File: src/rtl/bist_seq_ctrl.sv
`default_nettype none
// bist_seq_ctrl -- BIST sequencer: core flush, LFSR vector apply, MISR compaction to a 32-bit signature.
// Rev 1.0 -- optional macro BIST_SEQ_CMP_EN adds sig_exp comparison with pass/fail flags.
module bist_seq_ctrl #(
  parameter int          IN_W      = 19,
  parameter int          OUT_W     = 19,
  parameter int          CLR_BIT   = 18,
  parameter int          FLUSH_CYC = 2,
  parameter int          CNT_W     = 16,
  parameter logic [31:0] LFSR_SEED = 32'hACE1_0001,
  parameter logic [31:0] MISR_SEED = 32'h0000_0000
) (
  input  logic             CK,
  input  logic             RN,
  input  logic             start,
  input  logic             abort,
  input  logic [CNT_W-1:0] num_vec,
  output logic [IN_W-1:0]  core_in,
  input  logic [OUT_W-1:0] core_out,
  output logic             busy,
  output logic             done,
  output logic [31:0]      sig,
  output logic             sig_vld
`ifdef BIST_SEQ_CMP_EN
  ,
  input  logic [31:0]      sig_exp,
  output logic             pass,
  output logic             fail
`endif
);

  localparam logic [31:0]     c_poly       = 32'h8040_0003;
  localparam int              FC_W         = (FLUSH_CYC > 1) ? $clog2(FLUSH_CYC) : 1;
  localparam logic [FC_W-1:0] c_flush_last = FC_W'(FLUSH_CYC - 1);
  localparam logic [IN_W-1:0] c_clr_vec    = IN_W'(1) << CLR_BIT;

  typedef enum logic [1:0] {
    S_IDLE  = 2'd0,
    S_FLUSH = 2'd1,
    S_APPLY = 2'd2,
    S_DONE  = 2'd3
  } state_t;

  state_t           r_state;
  logic [31:0]      r_lfsr;
  logic [31:0]      r_misr;
  logic [CNT_W-1:0] r_cnt;
  logic [CNT_W-1:0] r_nvec;
  logic [FC_W-1:0]  r_fcnt;
  logic [IN_W-1:0]  r_core_in;
  logic             r_busy;
  logic             r_done;
  logic             r_sig_vld;

  logic [31:0] w_lfsr_nxt;
  logic [31:0] w_misr_nxt;
  logic        w_accept;
  logic        w_flush_end;
  logic        w_apply_end;
  logic        w_to_done;

  function automatic logic [31:0] f_step(input logic [31:0] x);
    return (x >> 1) ^ (x[0] ? c_poly : 32'h0);
  endfunction

  // Vector view of the LFSR with the core's clear line held inactive.
  function automatic logic [IN_W-1:0] f_vec(input logic [IN_W-1:0] x);
    logic [IN_W-1:0] v;
    v          = x;
    v[CLR_BIT] = 1'b0;
    return v;
  endfunction

  assign w_lfsr_nxt  = f_step(r_lfsr);
  assign w_misr_nxt  = f_step(r_misr ^ 32'(core_out));
  assign w_accept    = (r_state == S_IDLE) && start && !abort;
  assign w_flush_end = (r_state == S_FLUSH) && (r_fcnt == c_flush_last);
  assign w_apply_end = (r_state == S_APPLY) && (r_cnt == r_nvec - 1'b1);
  assign w_to_done   = !abort && ((w_flush_end && (r_nvec == '0)) || w_apply_end);

  always_ff @(posedge CK) begin
    if (!RN) begin
      r_state   <= S_IDLE;
      r_lfsr    <= LFSR_SEED;
      r_misr    <= MISR_SEED;
      r_cnt     <= '0;
      r_nvec    <= '0;
      r_fcnt    <= '0;
      r_core_in <= '0;
      r_busy    <= 1'b0;
      r_done    <= 1'b0;
      r_sig_vld <= 1'b0;
    end else begin
      r_done <= 1'b0;
      if (abort) begin
        r_state   <= S_IDLE;
        r_busy    <= 1'b0;
        r_core_in <= '0;
        r_sig_vld <= 1'b0;
      end else begin
        case (r_state)
          S_IDLE: begin
            if (w_accept) begin
              r_nvec    <= num_vec;
              r_lfsr    <= LFSR_SEED;
              r_misr    <= MISR_SEED;
              r_sig_vld <= 1'b0;
              r_fcnt    <= '0;
              r_busy    <= 1'b1;
              r_core_in <= c_clr_vec;
              r_state   <= S_FLUSH;
            end
          end
          S_FLUSH: begin
            r_fcnt <= r_fcnt + 1'b1;
            if (w_flush_end && (r_nvec != '0)) begin
              r_state   <= S_APPLY;
              r_cnt     <= '0;
              r_core_in <= f_vec(r_lfsr[IN_W-1:0]);
            end
          end
          S_APPLY: begin
            r_misr    <= w_misr_nxt;
            r_lfsr    <= w_lfsr_nxt;
            r_cnt     <= r_cnt + 1'b1;
            r_core_in <= f_vec(w_lfsr_nxt[IN_W-1:0]);
          end
          S_DONE:  r_state <= S_IDLE;
          default: r_state <= S_IDLE;
        endcase
        // Completion overrides the per-state updates of core_in/state above.
        if (w_to_done) begin
          r_state   <= S_DONE;
          r_busy    <= 1'b0;
          r_done    <= 1'b1;
          r_sig_vld <= 1'b1;
          r_core_in <= '0;
        end
      end
    end
  end

  assign core_in = r_core_in;
  assign busy    = r_busy;
  assign done    = r_done;
  assign sig     = r_misr;
  assign sig_vld = r_sig_vld;

`ifdef BIST_SEQ_CMP_EN
  logic [31:0] w_final;
  logic        r_pass;
  logic        r_fail;

  // Signature as it will read once DONE is entered.
  assign w_final = (r_state == S_APPLY) ? w_misr_nxt : r_misr;

  always_ff @(posedge CK) begin
    if (!RN) begin
      r_pass <= 1'b0;
      r_fail <= 1'b0;
    end else if (abort || w_accept) begin
      r_pass <= 1'b0;
      r_fail <= 1'b0;
    end else if (w_to_done) begin
      r_pass <= (w_final == sig_exp);
      r_fail <= (w_final != sig_exp);
    end
  end

  assign pass = r_pass;
  assign fail = r_fail;
`endif

endmodule
`default_nettype wire

File: config.mk
export PLATFORM = sky130hd
export DESIGN_NAME = bist_seq_ctrl
export DESIGN_NICKNAME = d
export VERILOG_FILES = /design/src/rtl/bist_seq_ctrl.sv
export SDC_FILE = /design/constraint.sdc
export NUM_CORES = 1
export LEC_CHECK = 0
export ABC_AREA = 1
export BUFFER_PORTS_ARGS = -buffer_cell sky130_fd_sc_hd__buf_2
export CAP_MARGIN = 25
export CORE_MARGIN = 5
export CORE_UTILIZATION = 28
export DETAILED_ROUTE_END_ITERATION = 10
export GPL_ROUTABILITY_DRIVEN = 1
export SKIP_LAST_GASP = 1
export SYNTH_ARGS = -nofsm -noshare
export SYNTH_HDL_FRONTEND = slang
export SYNTH_SLANG_ARGS = --single-unit
File: constraint.sdc
create_clock -name CK -period 2.75 [get_ports CK]
set_input_delay 0.4125 -clock CK [delete_from_list [all_inputs] [get_ports CK]]
set_output_delay 0.4125 -clock CK [all_outputs]
set_load 0.005 [all_outputs]
* Yosys cells after proc, flatten, opt, wreduce, memory -nomap -nowiden
Cells that the tools add are included.
** Storage, ports and cells
- Register bits :: 121
- Bits in latches :: 0
- Bits in writable memories :: 0
- Memory bits (read-only) :: 0
- Input bits :: 39
- Output and inout port bits :: 54
- Word-level logic and storage cells :: 75
- Memories kept :: 0
** Cells by class
- Add/subtract/negate cells :: 3
- Multipliers :: 0
- Divide/modulo/power cells :: 0
- Magnitude comparators :: 0
- Equality and inequality tests :: 8
- Shift operators :: 0
- Mux-type cells :: 20
- Bitwise gates (word level) :: 5
- Reductions and logical operators :: 29
** Operators with widths (number)
- two-way mux 32 bit :: 4
- case mux 32 bit (2 select lines) :: 2
- XOR 31 x 32 -> 32 bit :: 2
- case mux 19 bit (3 select lines) :: 1
- two-way mux 19 bit :: 2
- case mux 16 bit (2 select lines) :: 1
- XOR 32 x 19 -> 32 bit :: 1
- AND reduction 3 bit :: 6
- adder 16 x 1 -> 16 bit, second input constant :: 1
- == test 16 bit :: 1
- logical NOT 16 bit :: 1
- two-way mux 16 bit :: 1
- nonzero test 16 bit :: 1
- subtractor 16 x 1 -> 16 bit, second input constant :: 1
- nonzero test 2 bit :: 5
- logical AND 1 bit :: 7
- two-way mux 2 bit :: 3
- case mux 2 bit (3 select lines) :: 1
- == test 2 bit, second input constant :: 2
- two-way mux 1 bit :: 4
- AND reduction 2 bit :: 2
- nonzero test 4 bit :: 1
- != test 3 x 2 -> 1 bit, second input constant :: 1
- != test 3 bit, second input constant :: 1
- 12 further kinds :: 13

* Longest topological paths before layout
Gate-level depths: netlist (run 1).
- Word-level depth :: 7
- Gate-level depth with buffers :: 15
- Depth with buffers taken out :: 15

* Worst setup path after synthesis (run 1)
OpenSTA, ideal clock, no wires.
- Path type :: register to register
- Start point :: register r_nvec[0]
- End point :: register r_core_in[16] (netlist: core_in[16])
- Library setup time :: 119 ps
- Arrival time :: 1565 ps
- Required time :: 2631 ps
- Setup slack :: 1067 ps
- Cell stages (with the launch flop) :: 13
- Path buffers :: 1
- Period minus slack after synthesis :: 1683 ps
- Cells stage by stage :: dfxtp_1 -> inv_2 -> ha_1 -> xnor2_1 -> nor2_1 -> nand3_1 -> nor2_1 -> nand3_1 -> nor2_2 -> nand3_2 -> nand3_2 -> buf_6 -> nor2_2
** Between the ends
- Cells in the longest elaborated chain, start to end :: 6
- Elaborated cells between the ends (all ways) :: 12
- Classes of those cells :: add/sub (1); eq/ne (2); reduce/logical (9)
** Ends and longest elaborated chain
- from (decl) :: line 48 : logic [CNT_W-1:0] r_nvec;
- from (signal assigned) :: line 104 : r_nvec <= num_vec;
- subtractor 16 x 1 -> 16 bit :: line 78 : assign w_apply_end = (r_state == S_APPLY) && (r_cnt == r_nvec - 1'b1);
- == test 16 bit :: line 78
- logical AND 1 bit :: line 78
- logical OR 1 bit :: line 79 : assign w_to_done = !abort && ((w_flush_end && (r_nvec == '0)) || w_apply_end);
- logical AND 1 bit :: line 79
- OR reduction 3 bit (no source line)
- to (signal assigned) :: line 110 : r_core_in <= c_clr_vec;
- to (signal assigned) :: line 119 : r_core_in <= f_vec(r_lfsr[IN_W-1:0]);
- to (signal assigned) :: line 126 : r_core_in <= f_vec(w_lfsr_nxt[IN_W-1:0]);
- to (decl) :: line 50 : logic [IN_W-1:0] r_core_in;
Parallel ways exist; a longest one is shown, timed or not.
A chain may end at the register's enable or synchronous reset.

* Worst setup path in the final report (run 1)
- Start point :: register r_nvec[0]
- End point :: register r_cnt[2]
** Between the ends
- Cells in the longest elaborated chain, start to end :: 4
** Ends and longest elaborated chain
- nonzero test 16 bit :: line 116 : if (w_flush_end && (r_nvec != '0)) begin
- logical AND 1 bit :: line 116
- != test 2 x 1 -> 1 bit (no source line)
- AND reduction 3 bit (no source line)
- to (signal assigned) :: line 125 : r_cnt <= r_cnt + 1'b1;
- to (decl) :: line 47 : logic [CNT_W-1:0] r_cnt;
No other way between the ends.

==> run_results.csv, run 1 <==
group,metric,value,unit
status,status,"finished, final reports clean",
clocking,cts_hold_buf,0,
synth,synth.largest_area_cell,"dfxtp_1",
synth,yosys-top-cells-area,"dfxtp_1 (40%), nand2_1 (12%), a21oi_1 (6.5%)",
pwr,p_total,4.749,mW
floorplanning,die_area,24650,µm²
floorplanning,pin_count,93,
timing,worst_pin_slew,0.6096,ns
detailed_routing,drtAntennaViolNets,0,
hold_path,whs_path_depth,3,
clocking,clkTransAtPathRegs,0.06,ns
worst_setup_path,crit_cells,13,
timing,slew_viol_final,0,
grt,first_global_vias,5075,
timing,hold_viol,0,
detailed_routing,wl_per_cell,12.40,µm
clocking,htreeDepth,4,
worst_setup_path,max_stage_delay,0.36,ns
timing,hold_ws,0.2133,ns
layout,synthToLayoutAreaGrowth,21.44,%
detailed_routing,dr.pass1.iters,7,
grt,antenna_found_initial,0,
timing,slew_headroom,59.36,%
placement,dpl.cell_count,1161,
detailed_routing,drc,0,
synth,yosys_most_used_dff,"dfxtp_1",
timing,fmax,0.4955,GHz
grt,grt_max_degree,51,
clocking,cts_buffers,17,
synth,syn-cell-area,6051,µm²
synth,ys.warnings.count,0,
floorplanning,initial_utilization,28.60,%
grt,grt.total_usage,12.09,%
placement,globalplace.congestion,0.8302,
hold_path,worst_hold_path_type,"primary input to flop",
clocking,clkSinkCount,121,
synth,synth_common_cells,"nand2_1 (187), dfxtp_1 (121), nor2_1 (82), a21oi_1 (78), inv_1 (52)",
worst_setup_path,cp_num_buf_inv,3,
worst_setup_path,worstPathMaxFanout,15,
worst_setup_path,reg2reg_depth,13,
synth,synth_edf_count,0,
pwr,power.density,646.3,nW/µm²
timing,fin_ws,0.7320,ns
floorplanning,die_w,157.0,µm
clocking,cts.path.max_buffers,2,
detailed_routing,routed_wl,14.79,mm
timing,setup-tns-final,0,ns
run,timing.max_cap.violations,0,
synth,syn_avg_cell_area,7.370,µm²
synth,syn-num-nets,867,
floorplanning,num_rows,53,
worst_setup_path,crit_path_end_kind,"flop",
worst_setup_path,critPathTopFamily,"simple AND/OR/NAND/NOR gates",
layout,drive_gt1_share,24.73,%
timing,timing.final.crit_share,73.38,%
synth,seq_area_frac_synth,40.03,%
layout,fillers,2263,
synth,synth_top_area_share,40.03,%
detailed_routing,viasPerCell,4.546,
grt,top_usage_layer,"met2",
synth,yosysMostFrequentCell,"nand2_1",
worst_setup_path,path_class,"flop to flop",
clocking,cts_tree,"built",
synth,synth-async-reset-ratio,0,%
grt,overflow,0,
worst_setup_path,worst_setup_path_start_kind,"flop",
grt,gr-usage-met2,18.05,%
worst_setup_path,required,3.04,ns
pwr,leakagePower,3.085,nW
layout,seqCellArea,2422,µm²
layout,nNetsFinal,951,
placement,port_buffers,92,
clocking,clk_latency,0.42,ns
worst_setup_path,path_cells,"inv_2, ha_1, inv_1, nor2_1, nand2_1, nor2_1, and2_4, nor2_2, nand2_4, nand2_4, clkinv_2, nor3_1, nor3_1",
clocking,postCtsSetupBuffers,0,
layout,multi_input_area,3149,µm²
detailed_routing,drt-initial-drc-count,367,
timing,rsz0062_at_grt,"no",
grt,use_met1,16.69,%
pwr,vdd_drop_max,0.3632,mV
clocking,cts-resized-gates,0,
layout,insertedDiodeCount,0,
placement,dp_hpwl,10.09,mm
floorplanning,die_h,157.0,µm
worst_setup_path,arrival,2.30,ns
timing,fin_skew,0.009671,ns
layout,fin_cells,1193,
synth,synth-seq-cells,121,
floorplanning,core-area,21150,µm²
synth,syn_inst,821,
timing,period_minus_slack,2.018,ns
synth,synth.distinct_cells,44,
grt,grtUsageMet3,2.832,%
worst_setup_path,slowest_stage,"dfxtp_1",
clocking,cts_root_buffer,"clkbuf_16",
placement,place_ws,0.7249,ns
detailed_routing,vias,5423,
grt,grt_pass1_wl,24.47,mm
timing,setup_viol,0,
final cells by class:
type / count / area share, %
inverters: 63 / 3.235
well taps: 275 / 4.682
clock inverters: 14 / 2.520
flip-flops and latches: 121 / 32.96
clock buffers: 18 / 5.976
repair buffers: 105 / 7.764
multi-input cells: 597 / 42.86
power by group:
| part | internal [mW] | switching [mW] |
|---|---|---|
| clock network | 1.47 | 0.897 |
| registers | 1.81 | 0.0472 |
| logic | 0.193 | 0.331 |
| total | 3.47 | 1.27 |
layer usage:
metal / routed length (µm) / share of wire, %
met5: 0 / 0
met1: 7332 / 50
met4: 249 / 1.7
met3: 884 / 6.0
met2: 6323 / 43
worst reg2reg max path: stages, from the launching register on:
cell	delay, ns
dfxtp_1	0.36
inv_2	0.08
ha_1	0.20
inv_1	0.06
nor2_1	0.04
nand2_1	0.06
nor2_1	0.04
and2_4	0.15
nor2_2	0.12
nand2_4	0.07
nand2_4	0.16
clkinv_2	0.26
nor3_1	0.21
nor3_1	0.07
metrics by stage:
step,cell area [µm²],utilization (%)
final,7348,34.74
after global routing,7348,34.74
after CTS,7348,34.74
after detailed placement,6724,31.79
after global placement,6724,31.79
after floorplan,6051,-
registers in the layout, summed over array words and instances (netlist names):
register and flops:
core_in 19, r_lfsr 32, sig_vld 1, sig 32
r_state 2, r_fcnt 1, r_cnt 16, busy 1
r_nvec 16, done 1
cell usage in the layout (no fill, tap or decap), types with 3 or more instances in the layout:
cell type  instances
xnor2_1           12
inv_1             52
nand2_4            3
nand4_1           13
a22oi_1           11
ha_1               7
o21ai_2           12
nand3b_1           5
nand2_2           20
nor2_1            82
xor2_1            28
clkinv_1           3
bufinv_16          3
a21oi_2           10
buf_4             12
o21ai_1            4
a21oi_1           78
clkinv_4           4
inv_2              7
nand3_1           19
a31o_2             3
o21ai_0           46
inv_6              5
nor2_2            29
buf_2             92
clkbuf_16         17
nor3_1             9
nand2_1          187
dfxtp_1          121
cell families after synthesis:
kind of cell               after synthesis  synth area share [%]
and+or+nand+nor                        375                 27.90
AOI/OAI and AO/OA                      175                 16.91
DFF                                    121                 40.03
buffers and inverters                  103                 7.920
xor gates and xnor gates                40                 5.790
adders and majority gates                7                 1.447
path summary, 6_finish.rpt:
check	from	end	slack, ns
hold reg to reg	r_lfsr[29]$_SDFFE_PN1P_	r_lfsr[28]$_SDFFE_PN0P_	0.46
hold / removal	num_vec[8]	r_nvec[8]$_SDFFE_PN0P_	0.21
setup reg to reg	r_nvec[0]$_SDFFE_PN0P_	r_cnt[2]$_SDFFE_PN0P_	0.73
setup / recovery	r_nvec[0]$_SDFFE_PN0P_	r_cnt[2]$_SDFFE_PN0P_	0.73
Note: power is estimated with default switching activity, not from simulation.
==> run 2, diff against run 1 <==
==> constraint.sdc (replaced) <==
create_clock -name CK -period 1.8 [get_ports CK]
set_input_delay 0.27 -clock CK [delete_from_list [all_inputs] [get_ports CK]]
set_output_delay 0.27 -clock CK [all_outputs]
set_load 0.005 [all_outputs]
==> run_results.csv, run 2 (synthesis gave the netlist of run 1 again) <==
group,metric,value,unit
timing,fin_ws,-0.05943,ns
grt,first_global_vias,5262,
pwr,p_comb_share,14.1,%
detailed_routing,drc,0,
detailed_routing,wl_per_cell,12.92,µm
placement,port_buffers,92,
worst_setup_path,cp_common_cell,"nor2_2",
timing,hold_ws,0.07231,ns
worst_setup_path,worstPathMaxFanout,5,
worst_setup_path,path_class,"flop to flop",
worst_setup_path,max_stage_delay,0.35,ns
clocking,clk_latency,0.42,ns
pwr,pwr-share-clk,45.5,%
detailed_routing,viasPerCell,4.526,
worst_setup_path,path_cells,"inv_4, ha_4, xnor2_2, nor2_2, nand3_1, nor2_1, nand3_1, nor2_2, nand3_2, nand3_4, clkbuf_16, nor2_2",
clocking,cts_hold_buf,0,
timing,slew_headroom,58.90,%
status,status,"complete, but fails checks",
timing,slew_viol_final,0,
timing,timing.final.crit_share,103.3,%
floorplanning,die_w,157.0,µm
floorplanning,die_h,157.0,µm
clocking,cts_tree,"built",
timing,fmax,0.5378,GHz
detailed_routing,drtAntennaViolNets,0,
placement,place_ws,-0.05555,ns
clocking,cts_buffers,17,
pwr,p_sw_share,28.78,%
layout,insertedDiodeCount,0,
clocking,clkSinkCount,121,
clocking,clkTransAtPathRegs,0.06,ns
grt,antenna_found_initial,0,
pwr,leakagePower,3.429,nW
floorplanning,initial_utilization,28.60,%
worst_setup_path,arrival,2.16,ns
floorplanning,core-area,21150,µm²
grt,overflow,0,
worst_setup_path,worst_setup_path_start_kind,"flop",
clocking,cts.path.max_buffers,2,
timing,setup_viol,20,
clocking,cts_root_buffer,"clkbuf_16",
hold_path,worst_hold_path_type,"primary input to flop",
pwr,p_sw,2.024,mW
detailed_routing,dr.pass1.iters,4,
worst_setup_path,slowest_stage,"dfxtp_2",
detailed_routing,drt-initial-drc-count,342,
pwr,power.density,864.4,nW/µm²
placement,globalplace.congestion,0.8736,
worst_setup_path,required,2.11,ns
timing,period_minus_slack,1.859,ns
placement,dp_hpwl,10.73,mm
floorplanning,die_area,24650,µm²
pwr,vdd_drop_max,0.6017,mV
layout,layout_common_cells,"nand2_1 (181), dfxtp_1 (112), buf_2 (92)",
grt,grt_pass1_wl,25.59,mm
clocking,htreeDepth,4,
worst_setup_path,crit_path_end_kind,"flop",
detailed_routing,routed_wl,16.07,mm
layout,final_common_cell,"nand2_1",
timing,fin_skew,0.01159,ns
layout,synthToLayoutAreaGrowth,34.45,%
timing,worst_pin_slew,0.6164,ns
layout,drive_gt1_share,33.44,%
pwr,seq_power_share,40.3,%
status,violations,"setup timing",
timing,hold_viol,0,
layout,fillers,2196,
grt,grt_max_degree,51,
run,timing.max_cap.violations,0,
floorplanning,pin_count,93,
pwr,intPower,5.008,mW
grt,grt.total_usage,12.68,%
layout,nNetsFinal,1002,
floorplanning,num_rows,53,
timing,rsz0062_at_grt,"yes",
detailed_routing,vias,5630,
-- run 2: area by class of cell --
type	count	area (µm²)	area share, %
Timing Repair Buffer	156	1187	14.60
Tap cell	275	344.1	4.229
Clock inverter	14	108.9	1.338
Clock buffer	18	439.2	5.398
Inverter	63	252.7	3.107
Sequential cell	121	2434	29.91
Multi-Input combinational cell	597	3369	41.42
-- run 2: path summary, 6_finish.rpt --
kind / slack (ns) / endpoint / cells after the start / from
worst max-delay path: -0.06 / core_in[2]$_SDFFE_PP0P_ / 12 / r_nvec[0]$_SDFFE_PN0P_
worst min-delay path: 0.07 / r_nvec[7]$_SDFFE_PN0P_ / 3 / num_vec[7]
worst max register to register: -0.06 / core_in[2]$_SDFFE_PP0P_ / 12 / r_nvec[0]$_SDFFE_PN0P_
worst min register to register: 0.46 / r_lfsr[24]$_SDFFE_PN0P_ / 2 / r_lfsr[25]$_SDFFE_PN0P_
-- run 2: power by group through the flow --
stage	Sequential [mW]	Clock, mW	Combinational (mW)
global route	2.85	3.44	1.10
finish	2.84	3.20	0.993
CTS	2.83	3.29	0.915
floorplan	2.88	0	0.628
detailed placement	2.88	0	0.876
global placement	2.88	0	0.870
-- run 2: layer usage --
metal,vias to the layer above,GRT usage (%),routed length [µm]
met5,-,0,0
met3,17,3.684,874
met2,117,20.16,7264
met4,0,3.388,238
met1,2564,16.89,7692
li1,2932,-,-
-- run 2: repair_timing --
item                       4_1_cts  5_1_grt
cloned                           2        5
gates resized for setup         17       64
setup endpoints to repair       33      101
pin swaps                        0       13
hold endpoints to repair         0        0
setup buffers                    1        6
-- run 2: worst max-delay path, delay by kind of cell, from the launching register on --
kind,cells,cell delay (ns)
xor+xnor,1,0.13
fa+ha+maj,1,0.23
simple gates,8,0.80
flops,1,0.35
buf+inv,2,0.24
-- run 2: through the flow --
step	setup TNS (ns)	power (mW)	utilization [%]	cell area (µm²)	std cells
CTS	-0.4178	7.037	36.60	7742	1233
finish	-0.5919	7.032	38.46	8135	1244
global placement	-0.7657	3.754	33.45	7077	1198
floorplan	0	3.503	-	6051	821
global route	-3.496	7.392	38.46	8135	1244
detailed placement	-1.177	3.760	33.45	7077	1198
==> run 3, diff against run 2 <==
--- a/config.mk
+++ b/config.mk
@@ -8,10 +8,13 @@
 export ABC_AREA = 1
 export BUFFER_PORTS_ARGS = -buffer_cell sky130_fd_sc_hd__buf_2
 export CAP_MARGIN = 25
-export CORE_MARGIN = 5
+export CELL_PAD_IN_SITES_DETAIL_PLACEMENT = 1
+export CELL_PAD_IN_SITES_GLOBAL_PLACEMENT = 1
+export CORE_MARGIN = 4
 export CORE_UTILIZATION = 28
 export DETAILED_ROUTE_END_ITERATION = 10
 export GPL_ROUTABILITY_DRIVEN = 1
+export PLACE_DENSITY_LB_ADDON = 0.1
 export SKIP_LAST_GASP = 1
 export SYNTH_ARGS = -nofsm -noshare
 export SYNTH_HDL_FRONTEND = slang
==> run_results.csv, run 3 (synthesis gave the netlist of run 1 again) <==
group,metric,value,unit
placement,place_area,7217,µm²
detailed_routing,drc,0,
pwr,p_sw_share,27.05,%
timing,timing.final.crit_share,102.4,%
clocking,cts_tree,"built",
worst_setup_path,arrival,2.15,ns
status,violations,"setup timing",
pwr,seq_power_share,37.6,%
floorplanning,core-area,21150,µm²
layout,insertedDiodeCount,0,
timing,rsz0062_at_grt,"yes",
timing,slew_headroom,57.85,%
placement,globalplace.congestion,0.7690,
worst_setup_path,worst_setup_path_start_kind,"flop",
floorplanning,num_rows,53,
timing,fin_skew,0.01043,ns
pwr,leakagePower,3.628,nW
clocking,cts_root_buffer,"clkbuf_16",
worst_setup_path,worstPathMaxFanout,7,
clocking,cts_hold_buf,0,
floorplanning,die_w,155.0,µm
pwr,power.density,887.7,nW/µm²
timing,fmax,0.5427,GHz
layout,final_common_cell,"nand2_1",
detailed_routing,drtAntennaViolNets,0,
layout,layout_common_cells,"nand2_1 (173), dfxtp_1 (116), buf_2 (92)",
timing,worst_pin_slew,0.6322,ns
timing,setup-tns-final,-0.3466,ns
clocking,cts.path.max_buffers,2,
grt,grt_pass1_wl,29.94,mm
worst_setup_path,path_class,"flop to flop",
timing,hold_viol,0,
clocking,clkTransAtPathRegs,0.06,ns
pwr,pwr-share-clk,47.0,%
detailed_routing,drt-initial-drc-count,208,
pwr,p_total,7.523,mW
floorplanning,die_h,155.0,µm
timing,hold_ws,0.07296,ns
clocking,clk_latency,0.42,ns
worst_setup_path,crit_path_end_kind,"flop",
pwr,intPower,5.488,mW
pwr,vdd_drop_max,0.6620,mV
floorplanning,die_area,24030,µm²
timing,setup_viol,21,
hold_path,worst_hold_path_type,"primary input to flop",
worst_setup_path,reg2reg_from,"r_nvec[1]$_SDFFE_PN0P_",
pwr,p_sw,2.035,mW
worst_setup_path,required,2.11,ns
layout,drive_gt1_share,37.39,%
timing,fin_ws,-0.04274,ns
layout,nNetsFinal,1029,
grt,overflow,0,
grt,first_global_vias,5838,
layout,synthToLayoutAreaGrowth,40.05,%
detailed_routing,vias,5801,
grt,grt_max_degree,51,
grt,antenna_found_initial,0,
floorplanning,pin_count,93,
detailed_routing,dr.pass1.iters,4,
clocking,htreeDepth,4,
run,timing.max_cap.violations,0,
placement,dp_hpwl,12.85,mm
pwr,p_comb_share,15.4,%
grt,grt.total_usage,15.30,%
worst_setup_path,startpoint,"r_nvec[1]$_SDFFE_PN0P_",
clocking,clkSinkCount,121,
floorplanning,initial_utilization,28.60,%
clocking,cts_buffers,17,
timing,slew_viol_final,0,
hold_path,min-delay-start,"num_vec[8]",
detailed_routing,wl_per_cell,14.72,µm
detailed_routing,viasPerCell,4.568,
timing,period_minus_slack,1.843,ns
status,status,"complete, but fails checks",
placement,port_buffers,92,
detailed_routing,routed_wl,18.69,mm
layout,design_area,8474,µm²
-- run 3: final cells by class --
| class | instances | area [µm²] |
|---|---|---|
| tap | 275 | 344.1 |
| inverter | 63 | 250.2 |
| clock inverter | 13 | 170.2 |
| fill | 2611 | 12680 |
| clock buffer | 18 | 439.2 |
| multi-input combinational | 597 | 3502 |
| sequential | 121 | 2429 |
| timing repair buffer | 183 | 1340 |
-- run 3: per-stage QoR --
stage          worst slack, ns  util [%]  std cells
6_report              -0.04274     40.06       1270
3_5_place_dp          -0.09938     34.12       1220
3_3_place_gp          -0.05791     34.12       1220
4_1_cts               -0.09493     37.65       1255
2_1_floorplan           0.1168         -        821
5_1_grt                -0.1612     40.06       1270
-- run 3: what timing repair did --
| item | 4_1_cts | 5_1_grt |
|---|---|---|
| pin swaps | 7 | 26 |
| buffers inserted | 2 | 13 |
| setup endpoints to repair | 32 | 100 |
| resized for setup | 21 | 112 |
| cloned | 2 | 5 |
-- run 3: path summary, 6_finish.rpt --
check                           cells past startpoint                 endpoint  slack [ns]
worst max-delay path                               13  core_in[4]$_SDFFE_PP0P_       -0.04
worst min-delay path                                3   r_nvec[8]$_SDFFE_PN0P_        0.07
worst max register to register                     13  core_in[4]$_SDFFE_PP0P_       -0.04
worst min register to register                      2  r_lfsr[25]$_SDFFE_PN0P_        0.46
-- run 3: worst max-delay path, cell delays in order, from the launching register on --
cell       delay [ns]
dfxtp_2          0.35
inv_4            0.05
buf_6            0.11
ha_4             0.14
inv_2            0.04
nor2_2           0.03
nand2_1          0.07
nor2_1           0.05
and2_4           0.16
o21ai_4          0.19
nand2_4          0.15
clkbuf_16        0.21
o21ai_4          0.14
nor2_2           0.04
-- run 3: power groups by stage --
stage                     Sequential (mW)  Clock (mW)  Combinational, mW
after floorplan                      2.88           0              0.628
after global placement               2.88           0              0.939
after detailed placement             2.88           0              0.942
after CTS                            2.83        3.64              0.988
after global routing                 2.84        3.77               1.30
final                                2.83        3.53               1.16
-- run 3: metal layers --
layer	vias to the layer above	global-route usage [%]	share of wire (%)
li1	2985	-	-
met1	2713	20.57	49
met2	86	24.99	46
met3	17	2.865	3.2
met4	0	4.584	1.3
met5	-	0	0
